<file path="src/rtl/pipe_reg_elastic.sv">
// Elastic multi-stage pipeline register: valid/ready handshake, synchronous flush, bubble collapsing.
// Optional occupancy counter and full flag when PIPE_REG_ELASTIC_OCC_EN is defined.
module pipe_reg_elastic #(
  parameter int WIDTH  = 64,
  parameter int STAGES = 2
) (
  input  logic             clk,
  input  logic             rst_n,
  input  logic             flush,
  input  logic             in_valid,
  input  logic [WIDTH-1:0] in_data,
  output logic             in_ready,
  output logic             out_valid,
  output logic [WIDTH-1:0] out_data,
  input  logic             out_ready
`ifdef PIPE_REG_ELASTIC_OCC_EN
  ,
  output logic [$clog2(STAGES+1)-1:0] occ,
  output logic                        full
`endif
);

  logic [STAGES-1:0] vld_p;
  logic [WIDTH-1:0]  data_p [STAGES];
  logic [STAGES-1:0] adv;
  logic [STAGES-1:0] vld_src;
  logic [WIDTH-1:0]  data_src [STAGES];
  logic              tail_full;

  // A stage may load when some stage at or below it toward the output is empty, or downstream takes.
  always_comb begin
    adv       = '0;
    tail_full = 1'b1;
    for (int i = 0; i < STAGES; i++) begin
      tail_full = 1'b1;
      for (int j = i; j < STAGES; j++) tail_full = tail_full & vld_p[j];
      adv[i] = ~tail_full | out_ready;
    end
  end

  always_comb begin
    vld_src[0]  = in_valid;
    data_src[0] = in_data;
    for (int i = 1; i < STAGES; i++) begin
      vld_src[i]  = vld_p[i-1];
      data_src[i] = data_p[i-1];
    end
  end

  assign in_ready  = adv[0] & ~flush & rst_n;
  assign out_valid = vld_p[STAGES-1];
  assign out_data  = data_p[STAGES-1];

  // Stage registers: each stage either loads from its upstream neighbour or holds.
  always_ff @(negedge clk or negedge rst_n) begin
    if (!rst_n) begin
      vld_p <= '0;
      for (int i = 0; i < STAGES; i++) data_p[i] <= '0;
    end else if (flush) begin
      vld_p <= '0;
    end else begin
      for (int i = 0; i < STAGES; i++) begin
        if (adv[i]) begin
          vld_p[i]  <= vld_src[i];
          data_p[i] <= data_src[i];
        end
      end
    end
  end

`ifdef PIPE_REG_ELASTIC_OCC_EN
  localparam int OCC_W = $clog2(STAGES + 1);

  logic in_xfer;
  logic out_xfer;

  assign in_xfer  = in_valid & in_ready;
  assign out_xfer = out_valid & out_ready;
  assign full     = (occ == OCC_W'(STAGES));

  // Occupancy tracks accepted minus consumed payloads, in step with the valid bits.
  always_ff @(negedge clk or negedge rst_n) begin
    if (!rst_n) begin
      occ <= '0;
    end else if (flush) begin
      occ <= '0;
    end else begin
      occ <= occ + OCC_W'(in_xfer) - OCC_W'(out_xfer);
    end
  end
`endif

endmodule

</file>
<file path="config.mk">
export PLATFORM = sky130hd
export DESIGN_NAME = pipe_reg_elastic
export DESIGN_NICKNAME = d
export VERILOG_FILES = /design/src/rtl/pipe_reg_elastic.sv
export SDC_FILE = /design/constraint.sdc
export NUM_CORES = 1
export LEC_CHECK = 0
export CAP_MARGIN = 25
export CORE_AREA = 2 2 118 120
export CTS_BUF_LIST = sky130_fd_sc_hd__clkbuf_8
export CTS_CLUSTER_DIAMETER = 200
export DETAILED_ROUTE_END_ITERATION = 7
export DIE_AREA = 0 0 120 122
export GPL_TIMING_DRIVEN = 0
export PLACE_DENSITY = 0.75
export SYNTH_ARGS = -nofsm -noshare
export SYNTH_HDL_FRONTEND = slang
export SYNTH_SLANG_ARGS = --single-unit
</file>
<file path="constraint.sdc">
create_clock -name clk -period 1.37 [get_ports clk]
set_input_delay 0.274 -clock clk [delete_from_list [all_inputs] [get_ports clk]]
set_output_delay 0.274 -clock clk [all_outputs]
set_load 0.05 [all_outputs]
</file>
; ---- Yosys cells after proc, flatten, opt, wreduce, memory -nomap -nowiden
; Cells that the tools add are included.
; W data, S select, Z words.
[word_totals]
mem_bits_ro = 0
ramBits = 0
reg_bits = 130
memories = 0
latch_bits = 0
[op_classes]
n_eq_ne = 0
multipliers = 0
shifts = 0
n_bitwise = 8
n_div = 0
mux = 3
magnitude_cmp = 0
n_reduce_logical = 4
add_sub_neg = 0
[op_table]
columns = operator, n
row1 = $reduce_and A2 Y1, 2
row2 = $reduce_bool A2 Y1, 2
row3 = $and A1 B1 Y1, 3
row4 = $not A1 Y1, 3
row5 = $mux W1, 2
row6 = $mux W2, 1
row7 = $or A1 B1 Y1, 2

; ---- Longest topological paths before layout
; Gate-level depths: netlist of the first run.
[logic_depth]
depth_word = 5
ltp_mapped = 4
ltp_nobuf = 3

==> flow_summary.rst, run 1 <==
.. list-table::
   :header-rows: 1

   * - Metric
     - Value
   * - Violated checks
     - setup timing
   * - MaxCap Viol Count
     - 0
   * - # rows
     - 43
   * - Area Growth Syn to Fin
     - 53.2%
   * - Cell area after technology mapping
     - between 0.005 and 0.006 mm^2
   * - Number of buffers inserted by hold repair at cts
     - 0
   * - Starting density of the core
     - 44.0%
   * - Warning count from the yosys run
     - 0
   * - Headroom to the max-slew limit
     - a little under two thirds
   * - Footprint of the flip-flops and latches
     - between 0.003 and 0.004 mm^2
   * - Final antenna-violating net count
     - 0
   * - I/O pins
     - ~140
   * - Routability congestion estimate from global placement
     - 0.697
   * - Detail Placement HPWL
     - 7080 um
   * - Slew at the pin closest to its max-slew limit
     - around 0.55 ns
   * - Worst Setup Path Type
     - reg -> out
   * - Final number of setup-violating endpoints
     - roughly 200
   * - Leak pwr
     - 4.39 nW
   * - First-pass detailed-route iteration total
     - 4
   * - Sw Share
     - between 30% and 40%
   * - Worst path bufs/invs
     - 1
   * - Die height
     - 122 um
   * - Number of nets in the finished design
     - roughly 610
   * - Largest net degree at the start of global routing
     - 75
   * - Via count
     - 3327
   * - Number of buffers created by CTS
     - 17
   * - Latest clock arrival within the worst-skew pair
     - around 0.4 ns
   * - Clock tree sinks
     - between 100 and 150
   * - Syn Inst Count
     - ~340
   * - Detailed router's first-iteration violation count
     - ~140
   * - Min-delay worst type
     - in -> async
   * - Total area of multi-input combinational cells
     - approximately 0.0020 mm^2
   * - Sequential power share
     - 38.8%
   * - Net switching power figure
     - roughly 3.9 mW
   * - Inserted Diodes
     - 0
   * - Standard cell core area
     - 0.0135 mm^2
   * - Mean instance size in the synthesized netlist
     - between 15 and 20 um^2
   * - Ratio of cells with drive above 1 in the final layout
     - around 64%
   * - Met3 GRT Util
     - 5.15%
   * - Global-route wire length before repair
     - approximately 20000 um
   * - Sequential cell area fraction in the yosys report
     - 54.7%
   * - Utilization after layout
     - 67.4%
   * - Width of the chip
     - between 100 and 150 um
   * - Overall Global Routing Usage
     - 17.6%
   * - Top cell family by delay on the critical path
     - simple AND/OR/NAND/NOR gates
   * - Synthesized netlist net count
     - between 400 and 500
   * - Pins Over Slew Limit
     - 0
   * - Post-Route Skew
     - about 0.0083 ns
   * - Total of flip-flops plus latches after synthesis
     - 130
   * - Max Fanout on Critical Path
     - 2
   * - Filler Cell Count
     - ~920
   * - Worst endpoint data arrival time
     - just over 2 ns
   * - Average routed wire per standard cell
     - between 15 and 20 um
   * - Cell area after layout
     - 0.00910 mm^2
   * - Slowest Stage Delay on Critical Path
     - about 0.35 ns
   * - Number of global-route vias before repair
     - 3699
   * - Unrepaired setup endpoints after global routing
     - yes
   * - Met1 Track Usage GR
     - between 20% and 30%
   * - Worst vdd rail ir drop
     - between 0.7 and 0.8 mV
   * - Buffer depth of the longest clock path
     - 2
   * - CTS clock-pin slew for the worst setup and hold paths
     - 0.05 ns
   * - Logic gate share of total power
     - between 30% and 40%
   * - Routing usage on met2
     - ~28%
   * - Post-synth cell types
     - 10
   * - Post-placement setup slack
     - -1.44 ns
   * - Most crowded layer after global routing
     - met2
   * - Total congestion overflow after global routing
     - 0
   * - Die area
     - between 0.01 and 0.015 mm^2
   * - Hold Worst Slack
     - between 0.4 and 0.5 ns
   * - Number of buffer cells added on primary ports
     - roughly 130
   * - Internal Pwr Total
     - 8.61 mW
   * - Required time of the critical path
     - 1.10 ns
   * - Total Wirelength
     - roughly 12000 um
   * - Number of antenna violations at the first check in global routing
     - 0
   * - Placed instance area
     - 0.00782 mm^2
   * - PD cells
     - ~1400 mW/mm^2
   * - Setup slack after layout
     - -0.946 ns
   * - Crit start category
     - register
   * - Clock tree root buffer cell
     - sky130_fd_sc_hd__clkbuf_8
   * - Hold Fails Final Rpt
     - 0
   * - Per-cell via count in the routed design
     - between 4 and 5
   * - Result of the run
     - finished, violations left
   * - DRC violations left
     - 0
   * - Clk pwr share
     - ~24%
   * - CP Cell Sequence
     - and3b_2 > nor3b_4 > buf_6
   * - TritonCTS clock tree
     - yes
   * - Slowest-stage cell, CP
     - sky130_fd_sc_hd__dfrtn_1
   * - Number of H-tree levels
     - 4
   * - CP endpoint kind
     - output port
[registers in the layout, summed over array words and instances, names as in the netlist]
| name | count |
|---|---|
| vld_p | 2 |
| out_data | 64 |
| data_p | 64 |
[placed cells by master (no fill, tap or decap), types with 2 or more instances in the layout]
| cell type | instances |
|---|---|
| sky130_fd_sc_hd__buf_4 | 48 |
| sky130_fd_sc_hd__clkdlybuf4s50_1 | 65 |
| sky130_fd_sc_hd__inv_1 | 2 |
| sky130_fd_sc_hd__clkbuf_8 | 20 |
| sky130_fd_sc_hd__dfrtn_1 | 130 |
| sky130_fd_sc_hd__buf_16 | 7 |
| sky130_fd_sc_hd__buf_8 | 65 |
| sky130_fd_sc_hd__mux2_4 | 128 |
| sky130_fd_sc_hd__clkinvlp_4 | 2 |
| sky130_fd_sc_hd__nor2_8 | 2 |
| sky130_fd_sc_hd__buf_12 | 29 |
| sky130_fd_sc_hd__clkinv_2 | 6 |
| sky130_fd_sc_hd__nor2_1 | 3 |
| sky130_fd_sc_hd__buf_6 | 42 |
[worst reg2reg max path, stage by stage (launching register included)]
cell                      delay [ns]
sky130_fd_sc_hd__dfrtn_1        0.35
sky130_fd_sc_hd__and3b_2        0.25
sky130_fd_sc_hd__buf_4          0.14
sky130_fd_sc_hd__buf_6          0.10
sky130_fd_sc_hd__buf_6          0.12
sky130_fd_sc_hd__nor2_8         0.13
sky130_fd_sc_hd__buf_12         0.15
sky130_fd_sc_hd__buf_12         0.12
sky130_fd_sc_hd__buf_12         0.12
sky130_fd_sc_hd__mux2_4         0.30
[routing by layer]
layer	up-vias	share of wire (%)
met2	100	50
met5	-	0
li1	1509	-
met4	0	1.7
met3	18	5.5
met1	1700	43
[worst paths after layout]
kind / start / end / slack (ns) / depth (start not counted)
max reg2reg: vld_p[1] / data_p[103] / -0.58 / 9
max in group asynchronous: rst_n / out_data[11] / 0.17 / 2
min in group clk: data_p[94] / out_data[30] / 0.45 / 1
max: vld_p[1] / in_ready / -0.95 / 3
min: rst_n / out_data[39] / 0.41 / 1
min reg2reg: data_p[94] / out_data[30] / 0.45 / 1
[kinds of logic (layout without fill, tap and decap cells)]
logic type / after synthesis / after routing / synth area share [%]
flip-flops: 130 / 130 / 54.7
multiplexers: 128 / 128 / 31.8
buffers and inverters: 76 / 289 / 12.1
AND/OR/NAND/NOR: 9 / 9 / 1.33
[power groups by stage]
| stage | combinational, mW | sequential (mW) | clock (mW) |
|---|---|---|---|
| floorplan | 2.97 | 4.77 | 0 |
| global placement | 3.95 | 4.84 | 0 |
| detailed placement | 4.00 | 4.86 | 0 |
| CTS | 4.66 | 4.84 | 3.12 |
| global route | 4.81 | 4.91 | 3.30 |
| finish | 4.63 | 4.85 | 3.02 |
[repair_timing]
action | in CTS | in global routing
resized for setup | 558 | 11
setup endpoints to repair | 196 | 195
pin swaps | 2 | 3
buffers inserted | 52 | 27
endpoints found under the hold margin | 0 | 0
gates cloned | 12 | 0
[cells in the mapped netlist (all sizes together)]
master  number  area [um^2]
mux2       128         1890
dfrtn      130         3250
buf         76          721
and2b        1         7.51
and3b        1         8.76
nor3b        1         7.51
nor2         6         55.1
[cell type report]
type | instances | share of cell area, %
plain buffers | 39 | 5.79
multi-input cells | 137 | 22.2
flip-flops and latches | 130 | 35.7
clock buffers | 20 | 3.02
clock inverters | 12 | 1.00
repair buffers | 218 | 29.8
well taps | 180 | 2.47
[metrics by stage]
stage          power (mW)  std cells  TNS, ns
6_report             12.5        736  -117.37
5_1_grt              13.0        736  -122.44
4_1_cts              12.6        727  -107.05
3_5_place_dp         8.86        658  -261.05
3_3_place_gp         8.79        657  -941.79
2_1_floorplan        7.74        343  -106.27
Power figures use the tool's default switching activity.
==> run 2, diff against run 1 <==
- CTS_CLUSTER_DIAMETER: 200 -> default
==> results of run 2 <==
Final layout, timing and power as in run 1 (identical DEF).
==> run 3, diff against run 2 <==
- CTS_CLUSTER_DIAMETER: default -> 100
==> results of run 3 <==
Final layout, timing and power as in run 1 (identical DEF).
==> patch, RTL diff (settings of run 3) <==
Build with the macro `PIPE_REG_ELASTIC_OCC_EN` defined.
--- a/src/rtl/pipe_reg_elastic.sv
+++ b/src/rtl/pipe_reg_elastic.sv
@@ -1,5 +1,7 @@
 // Elastic multi-stage pipeline register: valid/ready handshake, synchronous flush, bubble collapsing.
 // Optional occupancy counter and full flag when PIPE_REG_ELASTIC_OCC_EN is defined.
+`define PIPE_REG_ELASTIC_OCC_EN
+
 module pipe_reg_elastic #(
   parameter int WIDTH  = 64,
   parameter int STAGES = 2
Formal check against the unedited RTL (old outputs only; new: full and occ): equivalent (Yosys induction, for registers that start in step).
==> patch against run 3 <==
The flow still finishes with violations (negative setup slack); design area increased by 2.0%; first-iteration DRC count decreased by 24%; via count decreased by 0.48%; sequential cell count increased by 2; synthesized cell count increased by 3.8%; power increased by 1.4%; routed wire length increased by 5.3%; clock skew about the same; register-to-register slack got worse by 0.02 ns; clock power increased by 3%; synthesized area decreased by 6.6%; critical path depth unchanged; worst setup slack got worse by 0.0053 ns.
==> patch: results (changes against run 3) <==
metric,value,unit,change
status,finished with violations,,
violated checks,negative setup slack,,
GRT Resource Usage Total,18.5,%,+0.92 points
dpl ws,-1.77,ns,-0.331 ns
largest net degree at the start of global routing,50,,-33%
Final setup viols,200,,+2.0%
TritonRoute pass-1 iters,6,,+2
relative slew slack,79.7,%,+16 points
Iteration-0 DRC Markers,109,,-24%
post-DP HPWL,7240,µm,+2.2%
Leak,4.50,nW,+2.6%
Final WS setup,-0.952,ns,-0.00531 ns
vias per cell,4.48,,-0.88%
share of layout cells above drive strength 1,63.1,%,-0.88 points
adder-cell share of the synthesized area,0.451,%,+0.45 points
setup TNS,-126.10,ns,-8.73 ns
sequential area share after synthesis,59.5,%,+4.8 points
GPL Wtd Cong,0.708,,+1.6%
Clock Skew,0.00814,ns,-0.000180 ns
VDD IR max,0.000632,V,-12%
Synth area leaders,"dfrtn_1 (59%), mux2_2 (24%), buf_4 (8.7%), clkbuf_8 (1.7%), mux2_1 (1.4%)",,
Buffers on Ports,136,,+1.5%
Post-Place Cells,673,,+2.3%
Mapped Avg Cell Area,15.6,µm²,-10%
post-synthesis xor/xnor area fraction,0.316,%,+0.32 points
placed cell area,7980,µm²,+2.0%
final instance area,9290,µm²,+2.0%
vias in the first global route,3764,,+1.8%
post-synthesis mux area share,26.2,%,-5.6 points
global-route wire length before repair,20400,µm,+3.8%
Synth top cells by count,"dfrtn_1 (132), mux2_2 (117), buf_4 (64)",,
## patch: cell types whose count changed in the layout (fill, tap and decap cells not counted), sizes merged, moves of 2 or more
cell             run 3  this run
clkinv               7         4
clkbuf              20        36
nor2b                0         2
bufbuf               0         4
buf                192       167
ha                   0         2
clkinvlp             2         0
dfrtn              130       132
## patch: power breakdown
part / total, mW / switching [mW] / leakage [nW] / internal, mW
clock: 3.11 / 1.42 / 0.198 / 1.70
combinational: 4.64 / 2.02 / 2.75 / 2.63
sequential: 4.92 / 0.419 / 1.55 / 4.50
total: 12.7 / 3.85 / 4.50 / 8.82
## patch: layout make-up
class | instances | area share [%]
well taps | 180 | 2.42
clock buffers | 20 | 2.96
multi-input cells | 146 | 23.0
repair buffers | 214 | 29.1
inverters | 1 | 0.0404
clock inverters | 8 | 0.943
plain buffers | 38 | 5.90
flip-flops and latches | 132 | 35.6
## patch: worst paths after layout
check | from | endpoint | slack [ns] | depth (start not counted)
min in group clk | data_p[98] | out_data[34] | 0.46 | 1
max in group asynchronous | rst_n | out_data[21] | 0.23 | 3
hold / removal | rst_n | data_p[95] | 0.40 | 1
setup reg to reg | vld_p[1] | data_p[97] | -0.60 | 8
hold reg to reg | data_p[98] | out_data[34] | 0.46 | 1
setup / recovery | vld_p[1] | in_ready | -0.95 | 3
## patch: per-layer routing
layer	vias to the layer above	GRT usage, %	share of wire [%]
met5	-	0	0
met4	0	6.84	1.4
met3	16	4.96	4.0
met2	84	29.7	50
met1	1677	24.3	45
li1	1534	-	-
## patch: what timing repair did
| item | in CTS | in global routing |
|---|---|---|
| cloned | 12 | 4 |
| resized for setup | 588 | 16 |
| pin swaps | 7 | 5 |
| buffers inserted | 43 | 23 |
| setup endpoints to repair | 201 | 200 |
| hold buffers | 0 | 0 |
